## src/rtl/crtc_pkg.sv

```systemverilog
// Shared definitions for the CRTC configuration sequencer: state encoding,
// register count, default machine timing tables and a table slice helper.
package crtc_pkg;

    typedef enum logic [2:0] {
        IDLE,
        SEL,
        DATA,
        RESTORE,
        ACC,
        ACK
    } crtc_state_t;

    localparam int CRTC_NREGS = 16;

    // R0 in the low byte; standard 50 Hz mode and an overscan variant.
    localparam logic [127:0] CRTC_TBL_STD  = 128'h00C00030_00000700_1E190026_8E2E283F;
    localparam logic [127:0] CRTC_TBL_OVSC = 128'h00C00030_00000700_22220026_8E2E303F;

    function automatic logic [7:0] tbl_byte(input logic [127:0] tbl, input logic [3:0] idx);
        return tbl[{idx, 3'b000} +: 8];
    endfunction

endpackage

```

## src/rtl/crtc_cfg_seq.sv

```systemverilog
// CRTC register-port master: replays a 16-register timing table after reset
// or on reload, and passes CPU accesses through between sequences.
module crtc_cfg_seq
    import crtc_pkg::*;
#(
    parameter logic [127:0] TBL_A = 128'h0,
    parameter logic [127:0] TBL_B = 128'h0
) (
    input  logic       CLOCK,
    input  logic       nRESET,
    input  logic       reload,
    input  logic       tbl_sel,
    input  logic       cpu_req,
    input  logic       cpu_rs,
    input  logic       cpu_rnw,
    input  logic [7:0] cpu_di,
    output logic [7:0] cpu_do,
    output logic       cpu_ack,
    output logic       busy,
    output logic       done,
    output logic       crtc_en,
    output logic       crtc_ncs,
    output logic       crtc_rnw,
    output logic       crtc_rs,
    output logic [7:0] crtc_di,
    input  logic [7:0] crtc_do
);

    // state   | meaning
    // IDLE    | bus idle; start sequence if pending, else serve cpu_req
    // SEL     | write address register with idx
    // DATA    | write table byte idx
    // RESTORE | write address register back to the CPU's shadow value
    // ACC     | one CPU bus cycle
    // ACK     | cpu_ack pulse, bus idle

    localparam logic [3:0] LAST_IDX = 4'(CRTC_NREGS - 1);

    crtc_state_t state, state_nxt;
    logic        pending;
    logic [3:0]  idx;
    logic        tsel;
    logic [4:0]  shadow;
    logic        seq_start;

    assign seq_start = (state == IDLE) && (pending || reload);

    always_comb begin
        state_nxt = state;
        crtc_en   = 1'b0;
        crtc_ncs  = 1'b1;
        crtc_rnw  = 1'b1;
        crtc_rs   = 1'b0;
        crtc_di   = 8'h00;
        case (state)
            IDLE: begin
                if (pending || reload)
                    state_nxt = SEL;
                else if (cpu_req)
                    state_nxt = ACC;
            end
            SEL: begin
                crtc_en   = 1'b1;
                crtc_ncs  = 1'b0;
                crtc_rnw  = 1'b0;
                crtc_di   = {4'h0, idx};
                state_nxt = DATA;
            end
            DATA: begin
                crtc_en   = 1'b1;
                crtc_ncs  = 1'b0;
                crtc_rnw  = 1'b0;
                crtc_rs   = 1'b1;
                crtc_di   = tbl_byte(tsel ? TBL_B : TBL_A, idx);
                state_nxt = (idx == LAST_IDX) ? RESTORE : SEL;
            end
            RESTORE: begin
                crtc_en   = 1'b1;
                crtc_ncs  = 1'b0;
                crtc_rnw  = 1'b0;
                crtc_di   = {3'b000, shadow};
                state_nxt = IDLE;
            end
            ACC: begin
                crtc_en   = 1'b1;
                crtc_ncs  = 1'b0;
                crtc_rnw  = cpu_rnw;
                crtc_rs   = cpu_rs;
                crtc_di   = cpu_di;
                state_nxt = ACK;
            end
            ACK:     state_nxt = IDLE;
            default: state_nxt = IDLE;
        endcase
    end

    always_ff @(posedge CLOCK) begin
        if (!nRESET) begin
            state   <= IDLE;
            pending <= 1'b1;
            idx     <= 4'h0;
            tsel    <= 1'b0;
            shadow  <= 5'h00;
            done    <= 1'b0;
            cpu_do  <= 8'hFF;
        end else begin
            state <= state_nxt;
            // A reload coinciding with the start is served by that same sequence.
            if (seq_start) begin
                pending <= 1'b0;
                tsel    <= tbl_sel;
                idx     <= 4'h0;
                done    <= 1'b0;
            end else if (reload) begin
                pending <= 1'b1;
            end
            if (state == DATA)
                idx <= idx + 4'd1;
            if (state == RESTORE)
                done <= 1'b1;
            if (state == ACC) begin
                cpu_do <= crtc_do;
                if (!cpu_rnw && !cpu_rs)
                    shadow <= cpu_di[4:0];
            end
        end
    end

    assign cpu_ack = (state == ACK);
    assign busy    = pending || (state == SEL) || (state == DATA) || (state == RESTORE);

endmodule

```

## config.mk

```make
export PLATFORM = sky130hd
export DESIGN_NAME = crtc_cfg_seq
export DESIGN_NICKNAME = d
export VERILOG_FILES = /design/src/rtl/crtc_pkg.sv /design/src/rtl/crtc_cfg_seq.sv
export SDC_FILE = /design/constraint.sdc
export NUM_CORES = 1
export LEC_CHECK = 0
export ABC_AREA = 1
export CAP_MARGIN = 30
export CELL_PAD_IN_SITES_DETAIL_PLACEMENT = 2
export CELL_PAD_IN_SITES_GLOBAL_PLACEMENT = 2
export CORE_MARGIN = 4
export CORE_UTILIZATION = 18
export DETAILED_ROUTE_END_ITERATION = 6
export PLACE_DENSITY = 0.72
export SLEW_MARGIN = 5
export SYNTH_ARGS = -nofsm -noshare
export SYNTH_HDL_FRONTEND = slang
export SYNTH_SLANG_ARGS = --single-unit
```

## constraint.sdc

```tcl
create_clock -name CLOCK -period 1.06 [get_ports CLOCK]
set_input_delay 0.212 -clock CLOCK [delete_from_list [all_inputs] [get_ports CLOCK]]
set_output_delay 0.212 -clock CLOCK [all_outputs]
set_load 0.1 [all_outputs]
```

==> impl_metrics.json, run 1 <==
{
  "regArea_um2": 469.2,
  "setup_viol": 33,
  "final_nets": 252,
  "worst_r2r_endpoint": "shadow[3]",
  "io_pins": 46,
  "syn2layout_area_growth_pct": 135.8,
  "port_buffers": 44,
  "dieArea_um2": 6933,
  "fin_crit_ns": 1.664,
  "synthCells": 151,
  "critPathArrivalTime_ns": 1.45,
  "hold_end": "shadow[2]",
  "design.core.area_um2": 5507,
  "htreeDepth": 1,
  "grt_remaining_overflow": 0,
  "fp.dieH_um": 83.27,
  "reg2reg_slack_ns": -0.30,
  "swShare_pct": 43.47,
  "required_ns": 0.85,
  "row_count": 27,
  "switchingPower_mw": 1.796,
  "antenna_found_initial": 0,
  "crit_start": "state[1]",
  "maxSlewViolCount": 0,
  "synth-seq-cells": 22,
  "num_vias": 1289,
  "p_int_mw": 2.336,
  "place.gp.congestion": 0.6996,
  "rr_startpoint": "state[0]",
  "combPwrFrac_pct": 56.3,
  "hold_viol_final": 0,
  "drtIter0Drc": 27,
  "outcome": "finished, violations left",
  "cp_slowest_stage_delay_ns": 0.40,
  "fmax_mhz": 601.1,
  "synth_cell_types": 19,
  "cts_buffers": 3,
  "placed_cell_area_um2": 2118,
  "netlist_area_um2": 1020,
  "finalCritPeriodShare_pct": 156.9,
  "hold-path-cell-count": 2,
  "cp_slowest_cell": "dfxtp_4",
  "grt_max_degree": 14,
  "path_cells": "nor2_4 > nand2_4 > nand2_4 > nor2_4 > clkinvlp_4 > nand2_8 > buf_12",
  "fill_cells": 571,
  "root_buffer": "clkbuf_8",
  "ant_nets": 0,
  "path_clk_slew_ns": 0.08,
  "maxCapViolCount": 0,
  "synthesis.nets": 175,
  "syn_avg_cell_area_um2": 6.753,
  "worstHoldStart": "shadow[2]",
  "cts_sinks": 22,
  "grt_use_total_pct": 13.12,
  "min_path_type": "flip-flop to flip-flop",
  "fin_setup_tns_ns": -11.59,
  "fin_area_um2": 2405,
  "cp_max_fo": 5,
  "antennaDiodeCount": 0,
  "p_leak_nw": 1.061,
  "tightest_slew_ns": 0.2645,
  "synthTopCellsByArea": "dfxtp_1 (43%), nand2_1 (19%), nand3_1 (11%), a21oi_1 (5.4%), nor2_1 (5.2%)",
  "setup_slack_ns": -0.6035,
  "netlist.area_leader.share_pct": 43.19,
  "cp-start-kind": "flip-flop",
  "synth_top_area_cell": "dfxtp_1",
  "detail_route.wl_per_cell_um": 14.91,
  "hold_slack_ns": 0.4826,
  "criticalPathCategory": "flip-flop to primary output",
  "initial_core_util_pct": 18.52,
  "yosys_warnings": 0,
  "seqPwrFrac_pct": 24.2,
  "dpl.hpwl_mm": 3.415,
  "r2r_cells": 7,
  "slew_headroom_pct": 82.35,
  "first_pass_iters": 3,
  "cts_tree": "done",
  "cts_buffer_depth": 2,
  "violations": "negative setup slack",
  "grt_pass1_vias": 1457,
  "crit_path_end_kind": "primary output",
  "drcViolationCount": 0,
  "clkPwrFrac_pct": 19.5,
  "fin_skew_ns": 0.005121,
  "die_w_um": 83.27,
  "via_per_inst": 4.311,
  "grt_pass1_wl_mm": 7.300,
  "layout-drive-gt1-share_pct": 49.78,
  "powerDensity_nw_per_um2": 1718,
  "clock_latency_ns": 0.27,
  "ys_seq_area_share_pct": 43.19,
  "rsz0062_at_grt": "true",
  "multi_input_area_um2": 739.5,
  "peakVddDrop_v": 0.0008219,
  "drt_wl_total_mm": 4.459
}
==> metrics by stage <==
step	setup WS, ns	utilization [%]	total power [mW]	instances
2_1_floorplan	-1.377	-	2.228	151
3_3_place_gp	-0.2955	38.47	3.100	286
3_5_place_dp	-0.3767	38.47	3.140	286
4_1_cts	-0.6037	41.99	4.089	294
5_1_grt	-0.6833	43.67	4.328	299
6_report	-0.6035	43.67	4.132	299
==> cells by family (layout without fill, tap and decap cells) <==
family,count (synthesis),after routing,share of synthesized area (%)
AOI/OAI and AO/OA,17,17,8.835
adders and majority gates,1,1,1.227
buffers and inverters,17,93,7.239
DFF,22,22,43.19
and+or+nand+nor,94,94,39.51
==> layout by cell type (no fill, tap or decap) <==
master / Yosys / layout
nand2_1: 51 / 34
buf_4: 0 / 25
buf_12: 0 / 24
clkdlybuf4s50_1: 0 / 21
nand3_1: 22 / 18
nand2_2: 1 / 11
a21oi_1: 11 / 10
dfxtp_1: 22 / 9
nor2_1: 14 / 8
inv_1: 11 / 8
dfxtp_2: 0 / 8
nand2_4: 0 / 6
buf_6: 1 / 6
nor2_4: 1 / 5
nand3_4: 0 / 5
dfxtp_4: 0 / 5
inv_4: 0 / 3
o21ai_0: 4 / 3
clkbuf_8: 0 / 3
nor2_2: 0 / 2
clkinvlp_4: 0 / 1
nand2_8: 0 / 1
a22o_4: 0 / 1
o21ai_4: 0 / 1
nor3_4: 0 / 1
a31oi_4: 0 / 1
a21oi_2: 0 / 1
nor3_2: 0 / 1
nor3_1: 3 / 1
nand4_1: 1 / 1
ha_1: 1 / 1
bufinv_16: 0 / 1
bufbuf_16: 0 / 1
==> routing by layer <==
layer,vias up,share of wire (%),GRT usage [%]
met5,-,0,0
met1,625,40,14.25
met4,0,1.5,4.458
met3,5,2.8,2.778
li1,641,-,-
met2,18,56,24.85
==> cells in the mapped netlist <==
library cell  instances
a22o_1                1
buf_2                 2
a21oi_1              11
dfxtp_1              22
nand4_1               1
inv_2                 1
inv_1                11
nand3_1              22
buf_6                 1
clkbuf_1              2
ha_1                  1
nor2_4                1
nand2_1              51
nor2_1               14
nor3_1                3
nand2_2               1
o21ai_0               4
nand3_2               1
a31oi_1               1
==> power by group through the flow <==
stage	combinational [mW]	sequential (mW)	clock, mW
2_1_floorplan	1.03	1.20	0
3_3_place_gp	2.10	1.00	0
3_5_place_dp	2.13	1.01	0
4_1_cts	2.26	0.997	0.836
5_1_grt	2.43	1.01	0.881
6_report	2.33	0.999	0.807
==> how the worst max path moves through the flow <==
stage                     slack [ns]         end
after CTS                      -0.60  crtc_di[2]
final                          -0.60    crtc_rnw
after detailed placement       -0.38    crtc_rnw
after floorplan                -1.38    crtc_rnw
after global placement         -0.30    crtc_rnw
after global routing           -0.68    crtc_rnw
==> registers in the layout (all words and copies together) (netlist names) <==
signal and cells:
shadow 5, state 3, cpu_do 8, pending 1
idx 4, done 1
==> worst max-delay path, delay by kind of cell (launching register included) <==
family,cells,cell delay (ns)
buffers and inverters,2,0.34
flip-flops,1,0.40
AND/OR/NAND/NOR,5,0.43
==> final cells by class <==
| class | count | share of cell area (%) |
|---|---|---|
| Timing Repair Buffer | 77 | 40.69 |
| Clock inverter | 1 | 1.249 |
| Tap cell | 72 | 3.746 |
| Sequential cell | 22 | 19.51 |
| Multi-Input combinational cell | 112 | 30.75 |
| Clock buffer | 3 | 1.717 |
| Inverter | 12 | 2.341 |
==> what timing repair did <==
action                                  CTS  global route
cloned                                    1             0
endpoints found under the setup margin   32            42
gates resized for setup                  18            18
pin swaps                                 8             5
hold endpoints to repair                  0             0
buffers inserted                          5             7
hold buffers                              0             0
(Power assumes the default switching activity.)
==> inputs of run 2 (changes only) <==
--- a/config.mk
+++ b/config.mk
@@ -10,9 +10,9 @@
 export CELL_PAD_IN_SITES_DETAIL_PLACEMENT = 2
 export CELL_PAD_IN_SITES_GLOBAL_PLACEMENT = 2
 export CORE_MARGIN = 4
-export CORE_UTILIZATION = 18
+export CORE_UTILIZATION = 20
 export DETAILED_ROUTE_END_ITERATION = 6
-export PLACE_DENSITY = 0.72
+export PLACE_DENSITY = 0.75
 export SLEW_MARGIN = 5
 export SYNTH_ARGS = -nofsm -noshare
 export SYNTH_HDL_FRONTEND = slang
==> constraint.sdc (replaced) <==
create_clock -name CLOCK -period 1.9 [get_ports CLOCK]
set_input_delay 0.38 -clock CLOCK [delete_from_list [all_inputs] [get_ports CLOCK]]
set_output_delay 0.38 -clock CLOCK [all_outputs]
set_load 0.1 [all_outputs]
==> run 2 against run 1 <==
  * The run now ends clean
  * Non-clock buffer count is 24 lower
  * Clock skew is 0.00092 ns lower
  * Core utilization down 4.2 points
  * Via count decreased by 5.8%
  * Worst setup slack improved by 0.64 ns
  * Routed wire length is 8.9% lower
  * Worst hold slack got worse by 0.0078 ns
  * Sequential cell count did not move
  * Critical endpoint unchanged
  * Largest cell class unchanged
  * Largest power group unchanged
==> impl_metrics.json, run 2 (synthesized netlist as in run 1, its figures left out) <==
{
  "outcome": "finished clean",
  "die_w_um": 79.41,
  "placed_cell_area_um2": 1769,
  "cts_tree": "done",
  "via_per_inst": 4.496,
  "criticalPathCategory": "flip-flop to primary output",
  "layout-drive-gt1-share_pct": 29.56,
  "reg2reg_slack_ns": 0.69,
  "slew_headroom_pct": 72.69,
  "ant_nets": 0,
  "cts_buffer_depth": 2,
  "first_pass_iters": 4,
  "largest_register_ffs": 8,
  "critPathArrivalTime_ns": 1.49,
  "num_vias": 1214,
  "row_count": 25,
  "design.core.area_um2": 4817,
  "port_buffers": 44,
  "io_pins": 46,
  "cp_slowest_stage_delay_ns": 0.40,
  "path_clk_slew_ns": 0.09,
  "min_path_type": "flip-flop to flip-flop",
  "p_leak_nw": 0.8124,
  "detail_route.wl_per_cell_um": 15.04,
  "antennaDiodeCount": 0,
  "final_common_cell": "nand2_1",
  "fin_area_um2": 1902,
  "crit_family": "simple AND/OR/NAND/NOR gates",
  "maxCapViolCount": 0,
  "finalCritPeriodShare_pct": 98.33,
  "place.gp.congestion": 0.7572,
  "cts_sinks": 22,
  "grt_pass1_vias": 1335,
  "drtIter0Drc": 27,
  "cts_buffers": 3,
  "required_ns": 1.52,
  "fin_crit_ns": 1.868,
  "rsz0062_at_grt": "true",
  "drt_wl_total_mm": 4.062,
  "cp-start-kind": "flip-flop",
  "tightest_slew_ns": 0.4092,
  "htreeDepth": 1,
  "setup_slack_ns": 0.03170,
  "grt_pass1_wl_mm": 6.727,
  "root_buffer": "clkbuf_8",
  "fmax_mhz": 535.2,
  "final_nets": 228,
  "grt_max_degree": 22,
  "antenna_found_initial": 0,
  "crit_path_end_kind": "primary output",
  "fin_util_pct": 39.48,
  "grt_remaining_overflow": 0,
  "setup_viol": 0,
  "cp_max_fo": 5,
  "grt_use_total_pct": 13.82,
  "dpl.hpwl_mm": 3.131,
  "syn2layout_area_growth_pct": 86.50,
  "place_ws_ns": 0.1293,
  "powerDensity_nw_per_um2": 1034,
  "fin_skew_ns": 0.004199,
  "path_cells": "nor2_4 > nand2_4 > nand2_4 > nor2_4 > clkinvlp_4 > nand2_8 > buf_12",
  "final_cell_mix": "nand2_1 (47), clkdlybuf4s50_1 (21), dfxtp_1 (19)",
  "clock_latency_ns": 0.27,
  "largestRegisters": "cpu_do: 8 flops, shadow: 5 flops, idx: 4 flops",
  "top_register": "cpu_do",
  "hold_viol_final": 0,
  "drcViolationCount": 0,
  "ctsHoldBuffers": 0,
  "fp.dieH_um": 79.41,
  "initial_core_util_pct": 21.17,
  "design_power_total_mw": 1.966,
  "maxSlewViolCount": 0,
  "worstPathBufferInverterCount": 2,
  "dieArea_um2": 6305,
  "cp_slowest_cell": "dfxtp_4",
  "peakVddDrop_v": 0.0004279
}
run 2: cell type report:
cell class | instances | area [um^2]
fillers | 562 | 2915
inverters | 12 | 63.81
clock buffers | 4 | 55.05
flip-flops and latches | 22 | 451.7
well taps | 67 | 83.83
repair buffers | 53 | 638.1
multi-input cells | 112 | 609.3
run 2: worst reg2reg max path: cells and delay by family, from the launching register on:
kind | cells | cell delay, ns
simple gates | 4 | 0.56
flops | 1 | 0.37
compound gates | 1 | 0.06
buf+inv | 1 | 0.12
run 2: final timing paths:
path	start	endpoint	cells after the start
max	state[1]	crtc_rnw	7
max reg2reg	state[0]	shadow[1]	6
min	shadow[3]	shadow[3]	2
min reg2reg	shadow[3]	shadow[3]	2
run 2: repair_timing:
item,in CTS,in global routing
setup buffers,0,5
pin swaps,2,5
setup endpoints to repair,8,11
resized for setup,3,9
run 2: per-stage QoR:
step	TNS (ns)	hold WS, ns	instances
final	0	0.4748	270
after global routing	-0.08188	0.4971	270
after CTS	-0.06458	0.4781	265
after detailed placement	0	0.4637	261
after global placement	0	0.4487	261
after floorplan	-1.380	0.4410	151
run 2: per-layer routing:
metal  vias to the layer above  global-route usage, %  wire length [um]
li1                        591                      -                 -
met3                         4                  4.628               276
met5                         -                      0                 0
met1                       588                  15.21              1595
met2                        31                  25.51              2150
met4                         0                  3.093                40
run 2: power breakdown:
group          switching (mW)  total [mW]  internal, mW
combinational           0.717        1.06         0.348
sequential             0.0417       0.544         0.503
clock                   0.172       0.357         0.185
